## src/rtl/decoder_pkg.sv

```systemverilog
// Shared encodings and the decoded-instruction bundle for the RV32I OP-IMM decoder.
package decoder_pkg;

  localparam logic [6:0] OPCODE_OP_IMM = 7'b0010011;
  localparam logic [2:0] F3_ADDI       = 3'b000;
  localparam logic [2:0] F3_SLLI       = 3'b001;
  localparam logic [2:0] F3_XORI       = 3'b100;
  localparam logic [2:0] F3_SR         = 3'b101;
  localparam logic [2:0] F3_ORI        = 3'b110;
  localparam logic [2:0] F3_ANDI       = 3'b111;
  localparam logic [6:0] FUNCT7_SRLI   = 7'b0000000;

  typedef struct packed {
    logic        addi_en;
    logic        andi_en;
    logic        ori_en;
    logic        slli_en;
    logic        xori_en;
    logic        srli_en;
    logic        srai_en;
    logic [4:0]  rs1;
    logic [4:0]  rd;
    logic        rd_en;
    logic        wr_en;
    logic [11:0] imm;
  } dec_out_t;

endpackage

```

## src/rtl/decoder_comb.sv

```systemverilog
// Combinational OP-IMM decode: one-hot op enable plus field extraction.
// Anything not decodable collapses to an all-zero bundle.
module decoder_comb
  import decoder_pkg::*;
(
  input  logic [31:0] instruction,
  output dec_out_t    dec
);

  logic [2:0] funct3;
  logic [6:0] funct7;
  logic       vld;

  assign funct3 = instruction[14:12];
  assign funct7 = instruction[31:25];

  always_comb begin
    dec = '0;
    vld = 1'b0;
    if (instruction[6:0] == OPCODE_OP_IMM) begin
      vld = 1'b1;
      unique case (funct3)
        F3_ADDI: dec.addi_en = 1'b1;
        F3_SLLI: dec.slli_en = 1'b1;
        F3_XORI: dec.xori_en = 1'b1;
        F3_SR: begin
          if (funct7 == FUNCT7_SRLI) dec.srli_en = 1'b1;
          else                       dec.srai_en = 1'b1;
        end
        F3_ORI:  dec.ori_en  = 1'b1;
        F3_ANDI: dec.andi_en = 1'b1;
        default: vld = 1'b0; // SLTI/SLTIU not supported here
      endcase
    end
    if (vld) begin
      dec.rs1   = instruction[19:15];
      dec.rd    = instruction[11:7];
      dec.imm   = instruction[31:20];
      dec.rd_en = 1'b1;
      dec.wr_en = 1'b1;
    end
  end

endmodule

```

## src/rtl/decoder.sv

```systemverilog
// Registered RV32I OP-IMM decoder; one cycle latency, async active-high clear.
module decoder
  import decoder_pkg::*;
(
  input  logic        clk,
  input  logic        reset,
  input  logic [31:0] instruction,
  output logic        addi_en,
  output logic        andi_en,
  output logic        ori_en,
  output logic        slli_en,
  output logic        xori_en,
  output logic        srli_en,
  output logic        srai_en,
  output logic [4:0]  rs1,
  output logic [4:0]  rd,
  output logic        rd_en,
  output logic        wr_en,
  output logic [11:0] imm
);

  dec_out_t dec_d, dec_q;

  decoder_comb u_comb (
    .instruction (instruction),
    .dec         (dec_d)
  );

  always_ff @(posedge clk or posedge reset) begin
    if (reset) dec_q <= '0;
    else       dec_q <= dec_d;
  end

  assign addi_en = dec_q.addi_en;
  assign andi_en = dec_q.andi_en;
  assign ori_en  = dec_q.ori_en;
  assign slli_en = dec_q.slli_en;
  assign xori_en = dec_q.xori_en;
  assign srli_en = dec_q.srli_en;
  assign srai_en = dec_q.srai_en;
  assign rs1     = dec_q.rs1;
  assign rd      = dec_q.rd;
  assign rd_en   = dec_q.rd_en;
  assign wr_en   = dec_q.wr_en;
  assign imm     = dec_q.imm;

endmodule

```

## config.mk

```make
export PLATFORM = sky130hd
export DESIGN_NAME = decoder
export DESIGN_NICKNAME = d
export VERILOG_FILES = /design/src/rtl/decoder_pkg.sv /design/src/rtl/decoder_comb.sv /design/src/rtl/decoder.sv
export SDC_FILE = /design/constraint.sdc
export NUM_CORES = 1
export LEC_CHECK = 0
export CORE_MARGIN = 5
export CORE_UTILIZATION = 36
export DETAILED_ROUTE_END_ITERATION = 10
export PLACE_DENSITY = 0.75
export SYNTH_ARGS = -nofsm -noshare
export SYNTH_HDL_FRONTEND = slang
export SYNTH_SLANG_ARGS = --single-unit
```

## constraint.sdc

```tcl
create_clock -name clk -period 1.1 [get_ports clk]
set_clock_uncertainty 0.05 [all_clocks]
set_input_delay 0.165 -clock clk [delete_from_list [all_inputs] [get_ports clk]]
set_output_delay 0.165 -clock clk [all_outputs]
set_load 0.005 [all_outputs]
```

**Yosys cells after proc, flatten, opt, wreduce, memory -nomap -nowiden**

Index checks and enable logic that the tools add are counted.
Widths: inputs -> output; s select.

- Bits of input ports: 34
- Register bits after elaboration: 31
- Output and inout port bits: 31
- Word-level logic and storage cells: 33

- Reductions and logical operators: 3
- Equal/unequal tests: 6
- Muxes and demuxes: 12

Operators with widths:

| kind | count |
|---|---|
| $mux 24 | 1 |
| $eq 3x3->1 const B | 4 |
| $mux 1 | 9 |
| $eq 7x5->1 const B | 1 |
| $logic_not 7->1 | 1 |
| $mux 7 | 1 |
| $reduce_or 6->1 | 1 |
| $eq 3x1->1 const B | 1 |
| $logic_not 3->1 | 1 |
| $mux 2 | 1 |

**Longest topological paths before layout**

Gate-level depths: netlist of run 1.

- Depth in word-level cells: 5
- Gate-level depth with buffers: 4

**Hierarchy**

From an unflattened synthesis of run 1, not the netlist that was laid out.

- Cells, all modules: 76
- Area, all modules: 1088.5 sq um

Modules (own cells, without submodules):

| module | instances | seq. area each (sq um) | area an instance (sq um) | cells each |
|---|---|---|---|---|
| decoder | 1 | 775.7 | 779.5 | 32 |
| decoder_comb | 1 | 0.0 | 309.0 | 44 |

**Worst setup path after synthesis of run 1**

Ideal clock, no wire load.

- Path kind: input-to-reg
- From: in instruction[5]
- To: reg dec_q (netlist bit imm[11])
- Setup time: 64 ps
- Stages on the path: 4
- Path buffers: 1
- Arrival time: 883 ps
- Path slack: 103 ps
- Path through: nor3b_2 and4b_4 buf_6 and2_2

RTL lines:

| element | RTL line | text |
|---|---|---|
| from (decl) | decoder.sv:7 | `input logic [31:0] instruction,` |
| to (signal assigned) | decoder.sv:30 | `if (reset) dec_q <= '0;` |
| to (signal assigned) | decoder.sv:31 | `else dec_q <= dec_d;` |
| to (decl) | decoder.sv:22 | `dec_out_t dec_d, dec_q;` |

==> run summary, run 1 <==
H-tree depth - 2
Die area - 4170 sq um
Initial antenna violation count - 0
Drt first pass iters - 2
Post-synth net total - 109
Sink Count - 30
Synthesis-stage register bit count - 30
Worst-Margin Slew - 0.322 ns
Psw - 395 uW
Routed Antenna Nets - 0
Leading area contributor after synthesis - dfrtp_1
Worst setup EP type - flip-flop
Gr ovfl total - 0
Worst hold path class - input pin to async pin
Commonest non-fill, non-tap cell in the layout - buf_2
Setup bufs post-CTS - 0
WL/cell - 15.6 microns
Period Utilization, post-route - 0.975
Via density - 4.80
Most frequent cells in the layout - 31 x buf_2, 30 x dfrtp_1, 25 x clkdlybuf4s50_1
Largest net degree at the start of global routing - 21
IO Port Bufs - 64
Met1 GRT Util - 0.154
Pwr dens - 1100 nW/um^2
Top cells by area, synth - dfrtp_1 70%, and2_2 8.4%, and2_1 5.8%, buf_6 2.1%, nor4_1 1.7%
# diodes - 0
Fin cells - 182
Worst Path Required - 1.26 ns
Seq pwr share - 0.577
Site Rows - 19
Critical Path AT - 1.23 ns
CTS Buf Count - 5
All-Layer GR Usage - 0.150
WL final - 2830 microns
Max_cap viols - 0
Post-Syn Area - 1070 sq um
Fin. Hold Viols - 0
Hold_ws - 0.139 ns
GR Util met3 - 0.0777
Vias in the first global route - 968
Nets - 186
CTS tree - done
DRT iter0 DRCs - 11
Register area share after synthesis - 0.699
Fmax - 933 MHz
Unrepaired setup endpoints after global routing - false
Clock power share - 0.318
GRT Max-Usage Layer - met2
Die Wd - 64.6 microns
Post-DP HPWL - 2020 microns
Die H - 64.6 microns
Root Driver - clkbuf_4
Final setup violation count - 0
Ys Warns - 0
GP Congestion - 0.669
Core area - 2810 sq um
Status - finished clean
Num ports - 65
Global-route wire length before repair - 4700 microns
Sw frac - 0.206
Fin. max-slew vios - 0
Area Growth Syn to Fin - 61.9%
Crit Path Max Fanout - 6
Fin crit period - 1.07 ns
Initial Utilization - 0.383
Worst-path clk slew - 0.09 ns
Peak supply drop - 0.000544 V
Combinational share of power - 0.105
Post-synthesis average cell area - 14.3 sq um
Gate count of the mapped netlist - 75
Synth unique cells - 18
Startpoint types - input pin
Met2 Track Usage GR - 0.265
Overall power - 1910 uW
Top-area cell type share of the netlist area - 0.699
Leak Pwr - 0.000971 uW
Worst setup path class - input pin to flip-flop
Maximum clock path buffer count - 2
Relative slew margins - 0.785
DRC errors left - 0
Placed Cells - 173
Power Internal - 1520 uW
Via Count - 874
Layout cells sized above 1 - 0.444
Hold buffers post-CTS - 0
==> per-layer routing <==
layer	up-vias	part of all wire
met5	-	0
met4	0	0.0088
met3	4	0.11
met2	42	0.52
met1	420	0.36
li1	408	-
==> path summary, 6_finish.rpt <==
path                       cells after the start       startpoint       to
max in group asynchronous                      3            reset   imm[3]
min in group clk                               4   instruction[6]  xori_en
worst max-delay path                           4  instruction[14]    rd[3]
worst min-delay path                           3            reset   rs1[4]
==> synthesized netlist by cell type (all sizes together) <==
library cell and instances:
and2 22, and4b 1, buf 3, dfrtp 30, inv 2, nand2 3, nand2b 1, nand3b 1
nand4 1, nor2 1, nor3 3, nor3b 2, nor4 3, nor4b 2
==> metrics by stage <==
step	setup TNS [ns]	worst slack [ns]	utilization	area [sq um]
after floorplan	0	0.103	-	1070
after global placement	-10.94	-0.392	0.630	1770
after detailed placement	-12.85	-0.464	0.630	1770
after CTS	0	0.00529	0.616	1730
after global routing	0	0.00449	0.620	1740
final	0	0.0278	0.620	1740
==> sequential cells by signal, indices dropped and copies added (netlist names) <==
name     cells
imm         12
addi_en      1
xori_en      1
wr_en        1
srli_en      1
rs1          5
ori_en       1
slli_en      1
rd           5
andi_en      1
srai_en      1
==> power groups by stage <==
stage	clock, uW	sequential (uW)	combinational (uW)
2_1_floorplan	0	1130	34.4
3_3_place_gp	0	1130	187
3_5_place_dp	0	1130	190
4_1_cts	646	1100	205
5_1_grt	687	1110	221
6_report	608	1100	201
==> logic make-up (layout without fill, tap and decap cells) <==
kind of cell           count (synthesis)  count (layout)  synth area share
buffers and inverters                  5              78            0.0350
and+or+nand+nor                       40              43             0.266
DFF                                   30              30             0.699
==> final cells by class <==
type | instances | area [sq um]
fill | 256 | 1070
inverter | 2 | 7.51
timing repair buffer | 70 | 533
sequential | 30 | 751
clock buffer | 6 | 51.3
tap | 31 | 38.8
multi-input combinational | 43 | 357
==> timing repair <==
action	4_1_cts	5_1_grt
pin swaps	5	4
gates cloned	3	0
setup endpoints to repair	60	28
gates resized for setup	133	11
==> critical path: stages <==
cell and delay [ns]:
clkdlybuf4s50_1 0.42, nand2b_4 0.16, and4b_2 0.28, and2_2 0.20
No activity file was read; power rests on OpenSTA's default activity.
==> run 2: changes to the inputs <==
--- a/config.mk
+++ b/config.mk
@@ -5,10 +5,13 @@
 export SDC_FILE = /design/constraint.sdc
 export NUM_CORES = 1
 export LEC_CHECK = 0
+export ABC_AREA = 1
 export CORE_MARGIN = 5
-export CORE_UTILIZATION = 36
+export CORE_UTILIZATION = 38
+export CTS_CLUSTER_DIAMETER = 60
 export DETAILED_ROUTE_END_ITERATION = 10
-export PLACE_DENSITY = 0.75
+export GPL_ROUTABILITY_DRIVEN = 1
+export PLACE_DENSITY = 0.76
 export SYNTH_ARGS = -nofsm -noshare
 export SYNTH_HDL_FRONTEND = slang
 export SYNTH_SLANG_ARGS = --single-unit
==> run 2 against run 1 <==
Net effect: total power increased by 3.4%; non-clock buffer count increased by 2; sequential cell count unchanged; maximum frequency increased by 0.87%; critical path depth decreased by 3; sequential share of layout area decreased by 1.6 points; global-route usage decreased by 0.35 points; worst setup slack improved by 0.0092 ns; area after synthesis increased by 9.4%.
==> run summary, run 2 <==
Die area - 4300 sq um
Relative slew margins - 0.858
Synth cell count leaders - 30 x dfrtp_1, 29 x inv_1, 19 x nor2_2, 17 x nor2_1, 10 x nand2_1
H-tree depth - 2
Via Count - 959
Pwr dens - 1100 nW/um^2
Largest net degree at the start of global routing - 22
Vias in the first global route - 1,007
Top-area cell type share of the netlist area - 0.639
Top cells by area, synth - dfrtp_1 64%, nor2_2 10%, inv_1 9.3%, nor2_1 5.4%, nand2_1 3.2%
Commonest non-fill, non-tap cell in the layout - clkdlybuf4s50_1
Routed Antenna Nets - 0
Worst setup EP type - output port
Leak Pwr - 0.00105 uW
WL/cell - 12.1 microns
Design area - 1800 sq um
CTS Buf Count - 5
Most used DFF post-synth - dfrtp_1
Most common cell in the netlist - dfrtp_1
Layout fillers - 263
Worst setup path class - flip-flop to output port
Hold buffers post-CTS - 0
Global-route wire length before repair - 4550 microns
Critical Path AT - 0.85 ns
Post-synthesis average cell area - 10.1 sq um
CP top delay family - flip-flops
Status - finished clean
Startpoint types - flip-flop
Pre-CTS WS - -0.255 ns
Fin. Hold Viols - 0
Gr ovfl total - 0
Drt first pass iters - 4
Period Utilization, post-route - 0.966
Unrepaired setup endpoints after global routing - true
# diodes - 0
Worst hold path class - input pin to async pin
Register area share after synthesis - 0.639
Fin crit period - 1.06 ns
Core area - 3000 sq um
Die Wd - 65.6 microns
Ys Warns - 0
Sink Count - 30
Root Driver - clkbuf_4
Leading area contributor after synthesis - dfrtp_1
CTS tree - done
Setup bufs post-CTS - 0
Layout cells sized above 1 - 0.363
Final setup margin - 0.0371 ns
Crit path buf inv count - 1
Most frequent cells in the layout - 33 x clkdlybuf4s50_1, 31 x buf_2, 30 x dfrtp_1
Post-synth net total - 150
Crit-path slowest cell - dfrtp_1
Worst-path clk slew - 0.08 ns
Fmax - 941 MHz
Crit-path cells - buf_2
Ys async rst share - 1.00
GP Congestion - 0.701
Synth unique cells - 12
Initial antenna violation count - 0
Synthesis-stage register bit count - 30
Post-DP HPWL - 2240 microns
Gate count of the mapped netlist - 116
Hold_ws - 0.145 ns
Num ports - 65
IO Port Bufs - 64
Worst-Margin Slew - 0.213 ns
Max FFs per register - 12
Fin util - 0.601
Via density - 4.24
Area after DPL - 1900 sq um
Max_cap viols - 0
Final setup violation count - 0
TNS Setup - 0 ns
Worst path max stage delay - 0.40 ns
Die H - 65.6 microns
DRC errors left - 0
Initial Utilization - 0.391
Site Rows - 20
Post-Syn Area - 1170 sq um
All-Layer GR Usage - 0.147
Fin. max-slew vios - 0
Area Growth Syn to Fin - 53.6%
Maximum clock path buffer count - 2
Peak supply drop - 0.000425 V
WL final - 2740 microns
Post-synth EDFFs - 0
Worst Path Required - 0.88 ns
DRT iter0 DRCs - 32
Crit Path Max Fanout - 2
Nets - 226
run 2: cell count changes after synthesis, sizes merged, moves of 2 or more:
cell and change:
nor2 +37, and2 -22, nor4 -3, inv +28, nand2 +8, nand3 +4, nor3b -2, nor3 -3
nor4b -2
run 2: cell families after synthesis:
group | after synthesis | synth area share
AND/OR/NAND/NOR | 53 | 0.240
buffers and inverters | 33 | 0.121
flip-flops | 30 | 0.639
run 2: repair_timing:
| item | in CTS | in global routing |
|---|---|---|
| setup endpoints to repair | 31 | 2 |
| gates cloned | 0 | 0 |
| pin swaps | 0 | 0 |
| gates resized for setup | 124 | 0 |
run 2: worst paths after layout:
check,from,to,slack (ns),cells after the start
worst max-delay path,wr_en,rd_en,0.04,1
worst min-delay path,reset,imm[7],0.14,3
max in group asynchronous,reset,imm[1],0.65,3
min in group clk,instruction[18],rs1[3],0.31,3
run 2: through the flow:
stage	cells	total power, uW
after floorplan	116	1200
after global placement	218	1350
after detailed placement	218	1360
after CTS	226	2010
after global routing	226	2100
final	226	1980
run 2: layer usage:
| metal | vias to the layer above | routed length, microns | global-route usage |
|---|---|---|---|
| met5 | - | 0 | 0 |
| met4 | 0 | 50 | 0.0699 |
| met3 | 7 | 312 | 0.0752 |
| met2 | 49 | 1320 | 0.247 |
| met1 | 433 | 1060 | 0.150 |
| li1 | 470 | - | - |
run 2: layout make-up:
class	instances	area, sq um	share of cell area
inverters	30	113	0.0624
repair buffers	72	558	0.309
flip-flops and latches	30	751	0.416
multi-input cells	53	282	0.156
well taps	33	41.3	0.0229
clock buffers	7	55.1	0.0305
clock inverters	1	5.00	0.00277
run 2: report_power, final:
part / internal [uW] / switching (uW)
Clock: 309 / 340
Sequential: 1100 / 0.659
Combinational: 135 / 90.7
==> edit 1, RTL diff (settings of run 2) <==
Register the output `imm`, with the module's reset; this adds one clock of latency there. The other outputs are not delayed to match.
--- a/src/rtl/decoder.sv
+++ b/src/rtl/decoder.sv
@@ -20,2 +20,4 @@
 );
+
+  logic [11:0] imm_d;
 
@@ -44,3 +46,11 @@
   assign wr_en   = dec_q.wr_en;
-  assign imm     = dec_q.imm;
+  assign imm_d   = dec_q.imm;
+
+  always_ff @(posedge clk or posedge reset) begin
+    if (reset) begin
+      imm <= '0;
+    end else begin
+      imm <= imm_d;
+    end
+  end
 
Formal check against the unedited RTL: not equivalent (Yosys sat finds a counterexample within 4 cycles, from zero or initial values and one cycle with reset high).
==> edit 1 against run 2 <==
The flow now finishes with violations (setup timing). Sequential cell count is 12 higher. Total power rose by 49%. Utilization is 1.6 points higher. First-iteration DRC count grew 84%. Global-route usage decreased by 1.3 points. Synthesized area grew 26%. Clock power rose by 77%. Worst setup slack worse by 0.060 ns. Wire length increased by 11%. Cell area increased by 27%. Largest cell class unchanged.
==> edit 1: results (changes against run 2) <==
post-route insts no fill 258 (+14%); Detailed Routing Iterations Pass 1 4 (unchanged); met1 Resource Use GR 12.2% (-2.8 points); Iter 0 DRT Violations 59 (+84%); M3 GR Usage 4.99% (-2.5 points); via count of the first global-routing pass 1134 (+13%); leakage power total 1.24 nW (+18%); WL met3 296 µm (-5.1%); clk pwr 1.15 mW (+77%); Worst IR Drop VDD 0.000589 V (+39%); Post-Syn Nets 162 (+8.0%); Mean Syn Cell Area 11.5 µm² (+14%); sw power 572 µW (+33%); Placement Cell Area 2280 µm² (+20%); Hold Slack 0.228 ns (+0.0826 ns); hpwl dp 2.45 mm (+9.3%); Post-synth top cells 42 x dfrtp_1, 29 x inv_1, 19 x nor2_2; Setup violations, final 1 (+1); Synth area leaders dfrtp_1 71%, nor2_2 8.1%, inv_1 7.4%, nor2_1 4.3%, nand2_1 2.5%; met2 wire len 1.77 mm (+34%); pre-CTS setup slack -0.276 ns (-0.0206 ns); register share of total power 52.6% (-3.2 points); nets@finish 243 (+7.5%); GRT met2 Usage 25.4% (+0.73 points); wire per inst 11.8 µm (-2.4%); relative max-transition margin 86.1% (+0.28 points); GRT Overall Usage 13.4% (-1.3 points); dpl cells 249 (+14%); status finished, violations left; Seq/Total Area, Yosys 71.2% (+7.3 points); vias per cell 4.16 (-1.9%); share of cells above drive strength 1 33.8% (-2.5 points); YS warnings 0 (unchanged); clk root buf clkbuf_8; cell family with most CP delay flip-flops; Crit path largest cell delay 0.40 ns (about the same); Gate power share 8.5% (-2.9 points); Critical Path AT 0.91 ns (+0.06 ns); wl on met1 947 µm (-11%); Fin Setup TNS -0.0225 ns (-0.0225 ns); Seq group 1.55 mW (+41%); worst setup margin -0.0225 ns (-0.0596 ns); first-pass GRT wire length 5.15 mm (+13%); failing checks setup timing
[edit 1: kinds of logic (layout without fill, tap and decap cells)]
family / after synthesis / in the layout / synth area share (%)
simple gates: 53 / 53 / 19.1
flops: 42 / 42 / 71.2
buf+inv: 33 / 115 / 9.67
[edit 1: worst paths after layout]
path / startpoint / to / depth (start not counted)
worst max-delay path: wr_en / wr_en / 2
max in group asynchronous: reset / imm_d[0] / 3
min in group clk: imm_d[0] / imm[0] / 0
worst min-delay path: reset / imm[4] / 3
worst min register to register: imm_d[0] / imm[0] / 0
worst max register to register: imm_d[3] / imm[3] / 0
[edit 1: cell type report]
class	instances	area, µm²
Fill cell	303	1420
Clock inverter	2	37.5
Clock buffer	6	72.6
Multi-Input combinational cell	53	289
Timing Repair Buffer	77	666
Sequential cell	42	1050
Tap cell	48	60.1
Inverter	30	116
[edit 1: repair_timing]
item                       CTS  global route
hold buffers                 0             0
buffers inserted             1             0
setup endpoints to repair   31            28
pin swaps                    0             3
gates resized for setup     66            26
==> edit 2, RTL diff (config.mk and constraints of run 2) <==
Made on the original files. Make the reset (`reset`) synchronous in one clocked block. Comments in the files are not updated.
--- a/src/rtl/decoder.sv
+++ b/src/rtl/decoder.sv
@@ -28,3 +28,3 @@
 
-  always_ff @(posedge clk or posedge reset) begin
+  always_ff @(posedge clk) begin
     if (reset) dec_q <= '0;
Check against the original RTL: differs if reset is asserted again (counterexample within 4 cycles, from zero or initial values and one cycle with reset high); with reset held inactive, the same outputs for 10 cycles.
==> edit 2 against run 2 <==
Synthesized area down 13%. Hold slack better by 0.17 ns. Cell area up 0.14%. Wire length down 15%. Sequential cell count unchanged. Critical path depth unchanged. Total power down 7.1%. Synthesized cell count unchanged. Worst setup slack better by 0.0027 ns. Utilization up 12 points. Non-clock buffer count up 1. Largest power group unchanged.
==> edit 2: results (changes against run 2) <==
status complete, no violations; CP max stage cell dfxtp_2; relative max-transition margin 91.3% (+5.5 points); Final GP Congestion 0.674 (-3.8%); CTS max path bufs 2 (unchanged); cell family with most CP delay flip-flops; antenna violations before repair 0 (unchanged); Critical Path AT 0.85 ns (about the same); leakage power total 0.854 nW (-19%); nets@finish 227 (+0.44%); total CTS buffers 5 (unchanged); Port Buffer Count 64 (unchanged); Mean Syn Cell Area 8.83 µm² (-13%); Synth Cell Area 1020 µm² (-13%); Synth area leaders dfxtp_1 59%, nor2_2 12%, inv_1 11%, nor2_1 5.5%, nand2_1 3.7%; vias per cell 4.13 (-2.7%); pre-CTS setup slack -0.266 ns (-0.0104 ns); hpwl dp 2.03 mm (-9.4%); Post-Route WL 2.34 mm (-15%); clk root buf clkbuf_4; Post-synth top cells 31 x inv_1, 30 x dfxtp_1, 19 x nor2_2; GRT Overall Usage 13.5% (-1.2 points); max FFs per register 12 (unchanged); YS warnings 0 (unchanged); largest net degree at the start of global routing 11 (-50%); Worst Hold End imm[1]; post-route insts no fill 223 (-1.3%); Seq/Total Area, Yosys 58.6% (-5.3 points); Worst IR Drop VDD 0.000930 V (+120%); Post-Syn Nets 150 (unchanged); worst-path fanout max 1 (-1); Netlist cell types 12 (unchanged); Iter 0 DRT Violations 19 (-41%); hold-critical path depth 3; # diodes 0 (unchanged); Hold Startpoint instruction[21]; min-delay worst type input pin to flip-flop; first-pass GRT wire length 3.53 mm (-22%); via count of the first global-routing pass 892 (-11%); Async S/R FF share, synth 0% (-100 points); Hold Slack 0.320 ns (+0.175 ns); dpl cells 216 (-0.92%); H-tree levels 2 (unchanged); Crit path largest cell delay 0.33 ns (-0.07 ns); Detailed Routing Iterations Pass 1 4 (unchanged); share of cells above drive strength 1 25.9% (-10 points); clk slew on worst S/H paths 0.08 ns (about the same)
-- edit 2: changes by cell type in the layout (fill, tap and decap cells not counted), sizes merged --
cell           change
dfrtp             -30
clkbuf             +3
dfxtp             +30
clkinv             -1
buf               -30
clkdlybuf4s15     +28
inv                +2
nor2               -2
-- edit 2: worst max-delay path by stage --
stage                         startpoint       to  slack, ns
after detailed placement  instruction[0]   imm[1]      -0.27
after global routing      instruction[0]   imm[2]      0.002
final                            andi_en  andi_en       0.04
after global placement    instruction[1]   imm[2]      -0.20
after floorplan           instruction[5]  imm[11]       0.26
after CTS                         rs1[1]   rs1[1]     0.0004
-- edit 2: cell type report --
| type | count | area [µm²] |
|---|---|---|
| repair buffers | 73 | 719 |
| fillers | 201 | 716 |
| flip-flops and latches | 30 | 611 |
| multi-input cells | 51 | 274 |
| inverters | 32 | 120 |
| clock buffers | 7 | 45.0 |
| well taps | 30 | 37.5 |
-- edit 2: layer usage --
layer / vias to the layer above / wire [µm] / GRT usage (%) / share of wire [%]
met3: 5 / 296 / 6.82 / 13
met2: 40 / 1230 / 25.0 / 53
met4: 0 / 55 / 10.0 / 2.4
met1: 401 / 754 / 10.4 / 32
li1: 475 / - / - / -
met5: - / 0 / 0 / 0
-- edit 2: kinds of logic (layout without fill, tap and decap cells) --
kind of cell | Yosys count | in the layout | share of synthesized area, %
buffers and inverters | 35 | 112 | 14.7
flip-flops | 30 | 30 | 58.6
AND/OR/NAND/NOR | 51 | 51 | 26.7
-- edit 2: timing repair --
item,4_1_cts,5_1_grt
hold endpoints to repair,0,0
endpoints found under the setup margin,31,20
hold buffers,0,0
resized for setup,50,24
setup buffers,0,0
-- edit 2: report_power, final --
| part | internal (mW) | switching [mW] | total [mW] |
|---|---|---|---|
| combinational | 0.132 | 0.0653 | 0.197 |
| clock | 0.240 | 0.316 | 0.556 |
| sequential | 1.09 | 0.000385 | 1.09 |
-- edit 2: metrics by stage --
step / area (µm²) / utilization [%]
after CTS: 1800 / 71.2
after global placement: 1770 / 70.0
final: 1810 / 71.6
after global routing: 1810 / 71.6
after detailed placement: 1770 / 70.0
after floorplan: 1020 / -
